File: src/rtl/tfag_pkg.sv
// Shared FSM state type and LOG2N-derived sizing helpers for the twiddle address generator.
package tfag_pkg;

  localparam int unsigned Log2nDef = 5;

  typedef enum logic [1:0] {
    StIdle,
    StRun,
    StDrain
  } tfag_state_e;

  function automatic int unsigned fft_n(input int unsigned log2n);
    return 32'd1 << log2n;
  endfunction

  function automatic int unsigned quarter_n(input int unsigned log2n);
    return fft_n(log2n) >> 2;
  endfunction

  function automatic int unsigned exp_width(input int unsigned log2n);
    return log2n - 1;
  endfunction

  function automatic int unsigned last_stage(input int unsigned log2n);
    return log2n - 1;
  endfunction

endpackage

File: src/rtl/tf_addr_gen_if.sv
// Control/exponent bundle between the twiddle address generator and its consumers.
interface tf_addr_gen_if #(
  parameter int unsigned EW = 4
);
  logic          start;
  logic          hold;
  logic [EW-1:0] exp0;
  logic [EW-1:0] exp1;
  logic          exp_vld;
  logic          tf_vld;
  logic [2:0]    stage;
  logic          busy;
  logic          done;

  modport master (
    input  start, hold,
    output exp0, exp1, exp_vld, tf_vld, stage, busy, done
  );

  modport slave (
    output start, hold,
    input  exp0, exp1, exp_vld, tf_vld, stage, busy, done
  );
endinterface

File: src/rtl/tfag_exp_calc.sv
// Combinational (stage, butterfly index) -> twiddle exponent.
// DIF ordering by default; define TFAG_DIT_EN for DIT ordering.
module tfag_exp_calc #(
  parameter int unsigned LOG2N = 5,
  localparam int unsigned EW   = LOG2N - 1
) (
  input  logic [2:0]    stage,
  input  logic [EW-1:0] bidx,
  output logic [EW-1:0] texp
);

  localparam logic [2:0] EwS = 3'(EW);

  logic [EW-1:0] one_w;
  logic [EW-1:0] mask;
  logic [2:0]    rshift;

  // Masks are built modulo 2^EW, so 1<<EW wraps to 0 and 0-1 gives all ones.
  always_comb begin
    one_w    = '0;
    one_w[0] = 1'b1;
    rshift   = EwS - stage;
`ifdef TFAG_DIT_EN
    mask = (one_w << stage) - one_w;
    texp = (bidx & mask) << rshift;
`else
    mask = (one_w << rshift) - one_w;
    texp = (bidx & mask) << stage;
`endif
  end

endmodule

File: src/rtl/tf_addr_gen.sv
// Twiddle-factor address generator: walks stage/pair counters of one FFT frame and
// issues registered ROM exponents. Define TFAG_DIT_EN for the DIT exponent sequence.
module tf_addr_gen
  import tfag_pkg::*;
#(
  parameter int unsigned LOG2N = Log2nDef
) (
  input logic           clk,
  input logic           rst,
  tf_addr_gen_if.master bus
);

  localparam int unsigned EW = exp_width(LOG2N);
  localparam int unsigned CW = EW - 1;
  localparam logic [2:0]    LastS = 3'(last_stage(LOG2N));
  localparam logic [CW-1:0] CLast = CW'(quarter_n(LOG2N) - 1);

  tfag_state_e   state_q;
  logic [2:0]    s_q, s_nxt;
  logic [CW-1:0] c_q, c_nxt;
  logic [EW-1:0] exp0_q, exp1_q, exp0_nxt, exp1_nxt;
  logic          exp_vld_q, tf_vld_q, busy_q, done_q;
  logic          fire, last_pair;

  assign fire      = exp_vld_q & ~bus.hold;
  assign last_pair = (s_q == LastS) && (c_q == CLast);

  // Counter values for the pair that becomes visible after the next FIRE (or START).
  always_comb begin
    s_nxt = '0;
    c_nxt = '0;
    if (state_q == StRun) begin
      if (c_q == CLast) begin
        s_nxt = s_q + 3'd1;
      end else begin
        s_nxt = s_q;
        c_nxt = c_q + CW'(1);
      end
    end
  end

  tfag_exp_calc #(.LOG2N(LOG2N)) u_exp_even (
    .stage (s_nxt),
    .bidx  ({c_nxt, 1'b0}),
    .texp  (exp0_nxt)
  );

  tfag_exp_calc #(.LOG2N(LOG2N)) u_exp_odd (
    .stage (s_nxt),
    .bidx  ({c_nxt, 1'b1}),
    .texp  (exp1_nxt)
  );

  always_ff @(posedge clk or posedge rst) begin
    if (rst) begin
      state_q   <= StIdle;
      s_q       <= '0;
      c_q       <= '0;
      exp0_q    <= '0;
      exp1_q    <= '0;
      exp_vld_q <= 1'b0;
      tf_vld_q  <= 1'b0;
      busy_q    <= 1'b0;
      done_q    <= 1'b0;
    end else begin
      tf_vld_q <= fire;
      unique case (state_q)
        StIdle: begin
          if (bus.start) begin
            state_q   <= StRun;
            s_q       <= '0;
            c_q       <= '0;
            exp0_q    <= exp0_nxt;
            exp1_q    <= exp1_nxt;
            exp_vld_q <= 1'b1;
            busy_q    <= 1'b1;
          end
        end
        StRun: begin
          if (fire) begin
            if (last_pair) begin
              state_q   <= StDrain;
              exp0_q    <= '0;
              exp1_q    <= '0;
              exp_vld_q <= 1'b0;
              done_q    <= 1'b1;
            end else begin
              s_q    <= s_nxt;
              c_q    <= c_nxt;
              exp0_q <= exp0_nxt;
              exp1_q <= exp1_nxt;
            end
          end
        end
        StDrain: begin
          state_q <= StIdle;
          s_q     <= '0;
          c_q     <= '0;
          busy_q  <= 1'b0;
          done_q  <= 1'b0;
        end
        default: state_q <= StIdle;
      endcase
    end
  end

  assign bus.exp0    = exp0_q;
  assign bus.exp1    = exp1_q;
  assign bus.exp_vld = exp_vld_q;
  assign bus.tf_vld  = tf_vld_q;
  assign bus.stage   = s_q;
  assign bus.busy    = busy_q;
  assign bus.done    = done_q;

endmodule

File: src/flat_wrapper.sv
// flat-port wrapper written by rule: the top's interface ports become plain ports
module tf_addr_gen_flat import tfag_pkg::*;
#(
  parameter int unsigned LOG2N = Log2nDef
)
  (clk, rst, bus_start, bus_hold, bus_exp0, bus_exp1, bus_exp_vld, bus_tf_vld, bus_stage, bus_busy, bus_done);
  tf_addr_gen_if #(.EW(((5) - 1))) bus_i ();
  input logic clk;
  input logic rst;
  input wire logic [$bits(bus_i.start)-1:0] bus_start;
  input wire logic [$bits(bus_i.hold)-1:0] bus_hold;
  output wire logic [$bits(bus_i.exp0)-1:0] bus_exp0;
  output wire logic [$bits(bus_i.exp1)-1:0] bus_exp1;
  output wire logic [$bits(bus_i.exp_vld)-1:0] bus_exp_vld;
  output wire logic [$bits(bus_i.tf_vld)-1:0] bus_tf_vld;
  output wire logic [$bits(bus_i.stage)-1:0] bus_stage;
  output wire logic [$bits(bus_i.busy)-1:0] bus_busy;
  output wire logic [$bits(bus_i.done)-1:0] bus_done;
  assign bus_i.start = bus_start;
  assign bus_i.hold = bus_hold;
  assign bus_exp0 = bus_i.exp0;
  assign bus_exp1 = bus_i.exp1;
  assign bus_exp_vld = bus_i.exp_vld;
  assign bus_tf_vld = bus_i.tf_vld;
  assign bus_stage = bus_i.stage;
  assign bus_busy = bus_i.busy;
  assign bus_done = bus_i.done;
  tf_addr_gen #(.LOG2N(LOG2N)) u_core (.clk(clk), .rst(rst), .bus(bus_i));
endmodule
File: config.mk
export PLATFORM = sky130hd
export DESIGN_NAME = tf_addr_gen_flat
export DESIGN_NICKNAME = d
export VERILOG_FILES = /design/src/rtl/tfag_pkg.sv /design/src/rtl/tf_addr_gen_if.sv /design/src/rtl/tfag_exp_calc.sv /design/src/rtl/tf_addr_gen.sv /design/src/flat_wrapper.sv
export SDC_FILE = /design/constraint.sdc
export NUM_CORES = 1
export LEC_CHECK = 0
export BUFFER_PORTS_ARGS = -buffer_cell sky130_fd_sc_hd__buf_2
export CORE_ASPECT_RATIO = 0.6
export CORE_MARGIN = 4
export CORE_UTILIZATION = 40
export DETAILED_ROUTE_END_ITERATION = 16
export PLACE_DENSITY = 0.6
export SLEW_MARGIN = 5
export SYNTH_ARGS = -nofsm -noshare
export SYNTH_HDL_FRONTEND = slang
export SYNTH_SLANG_ARGS = --single-unit
File: constraint.sdc
create_clock -name clk -period 4.3 [get_ports clk]
set_clock_uncertainty 0.15 [all_clocks]
set_input_delay 0.215 -clock clk [delete_from_list [all_inputs] [get_ports clk]]
set_output_delay 0.215 -clock clk [all_outputs]
set_load 0.02 [all_outputs]
==> results.toml <==
[global_route]
antenna_found_initial = 0
grt_pass1_wl_um = 3705
grtUsageTotal_pct = 14.03
grt_pass1_vias = 790
overflow = 0
grt_max_degree = 20

[setup_path]
end_kind = "flip-flop"
ff2ff_setup_slack_ns = 1.31
reg2reg_depth = 10
crit_arrival_ns = 3.03
path_max_fanout = 12
crit_required_ns = 4.34
reg2reg_from = "u_core.c_q[0]"
crit_start = "u_core.c_q[0]"
path_class = "flip-flop to flip-flop"
start_kind = "flip-flop"

[cells_and_area]
drive_above_1_share_pct = 20.45
fin_nets = 142
num_antenna_cells = 0
layout_common_cells = "dfrtp_1 (19), buf_2 (17), nor2_1 (15)"
final_common_cell = "dfrtp_1"
syn2layout_area_growth_pct = 13.79
final_cell_area_um2 = 1229
stdcell_count = 164
fin_util_pct = 48.37

[drt]
dr.pass1.iters = 4
drc = 0
wl_per_cell_um = 13.51
antenna_left = 0
wl_um = 2215
via_per_inst = 5.238
drt-initial-drc-count = 36
vias = 859

[floorplan]
ios = 19
initial_core_util_pct = 42.51
num_rows = 14
fp.dieH_um = 48.25
die_x_um = 75.08
core_area_um2 = 2540
die_area_um2 = 3622

[timing]
fmax_ghz = 0.3349
setup_viol = 0
setup_tns_ns = 0
rsz0062_at_grt = "no"
slew_headroom_pct = 40.93
worstMarginPinSlew_ns = 0.8819
final_hold_viol_count = 0
fin_crit_ns = 2.986
final.period_utilization_pct = 69.45
finalMaxSlewViolations = 0

[min_path]
hold_path_class = "primary input to flip-flop"
hold_depth = 3
min-delay-start = "bus_hold"

[placement]
dpl.hpwl_um = 1728
place_area_um2 = 1174
place_congestion = 0.8202
port_buffers = 17
dp.cells = 159

[clock_tree]
cts_resized = 0
clock_path_buffers = 2
cts_buffers = 3
clockRootBuffer = "clkbuf_8"
cts_tree = "built"
clock-sinks = 19
clk_latency_ns = 0.25
cts_max_level = 1
clkSlewWorstSetupHoldPaths_ns = 0.07

[logic_synthesis]
async_reset_ff_share_pct = 100.0
syn_area_um2 = 1080
seq_area_frac_synth_pct = 44.03
ys.flop_type = "dfrtp_1"
synth_enable_flop_cells = 0
syn_nets = 124
synthCells = 115
post_synth.cell_area_avg_um2 = 9.389
synth-seq-cells = 19
yosys_warnings = 0
synthDistinctLibCells = 38

[power]
powerDensity_nw_per_um2 = 578.6
finalPower_uw = 710.9
peakVddDrop_v = 0.0002525
p_leak_nw = 0.5754

[run]
cap_viol_max_count = 0

[outcome]
status = "complete, no violations"
worst max-delay path, cell delays in order (launching register included):
cell and delay (ns):
dfrtp_1 0.41, ha_1 0.21, ha_1 0.34, mux2i_1 0.18
nor2_1 0.35, nor2_1 0.09, nand2_1 0.08, ha_1 0.18
a31oi_1 0.08, a2111oi_0 0.63, a22o_1 0.22
worst paths after layout:
| check | end |
|---|---|
| worst max-delay path | u_core.bus.exp1[3] |
| worst min register to register | u_core.bus.exp1[1] |
| worst min-delay path | u_core.bus.exp_vld |
| worst max register to register | u_core.bus.exp1[3] |
| min in group asynchronous | u_core.bus.exp1[3] |
| max in group asynchronous | u_core.bus.stage[1] |
report_power, final:
part	switching (mW)	total [mW]	internal [mW]
logic	0.194	0.319	0.126
clock network	0.0566	0.122	0.0658
registers	0.0384	0.269	0.231
routing by layer:
metal | GRT usage, % | up-vias | part of all wire, %
li1 | - | 445 | -
met1 | 19.67 | 388 | 53
met2 | 20.59 | 26 | 41
met3 | 5.556 | 0 | 6.4
met4 | 2.837 | 0 | 0
met5 | 0 | - | 0
cell usage after synthesis (all sizes together) (3+ instances only):
master	count	area share, %
ha	5	5.8
nand2	13	4.5
nand2b	4	2.3
a21oi	5	3.4
a31oi	3	1.7
a21o	3	2.1
inv	5	1.7
dfrtp	19	44
buf	3	2.2
nor2	15	5.2
o21ai	8	3.7
cell families (layout without fill, tap and decap cells):
kind of cell | count (synthesis) | count (layout) | synth area share [%]
buffers and inverters | 10 | 27 | 4.635
AOI/OAI and AO/OA | 30 | 30 | 19.47
DFF | 19 | 19 | 44.03
xor gates and xnor gates | 1 | 1 | 0.8113
muxes | 4 | 4 | 3.940
other | 1 | 1 | 0.3473
and+or+nand+nor | 45 | 45 | 20.97
adders and majority gates | 5 | 5 | 5.794
sequential cells by signal, summed over array words and instances, names as in the netlist:
signal / flops
u_core.bus.busy: 1
u_core.bus.done: 1
u_core.bus.exp0: 3
u_core.bus.exp1: 4
u_core.bus.exp_vld: 1
u_core.bus.stage: 3
u_core.bus.tf_vld: 1
u_core.c_q: 3
u_core.state_q: 2
what timing repair did:
item | in CTS | in global routing
hold endpoints to repair | 19 | 0
hold buffers | 1 | 0
setup buffers | 0 | 0
layout make-up:
class                      count  area, µm²
fill                         236       1311
clock buffer                   4      45.04
tap                           32      40.04
timing repair buffer          18      95.09
sequential                    19      475.5
multi-input combinational     86      554.3
inverter                       5      18.77
stage by stage:
step	hold slack, ns	setup WS (ns)
detailed placement	0.2219	1.364
global route	0.1009	0.9976
floorplan	0.01613	1.621
global placement	0.2286	1.352
finish	0.08916	1.314
CTS	0.08522	1.352
Power figures use the tool's default switching activity.
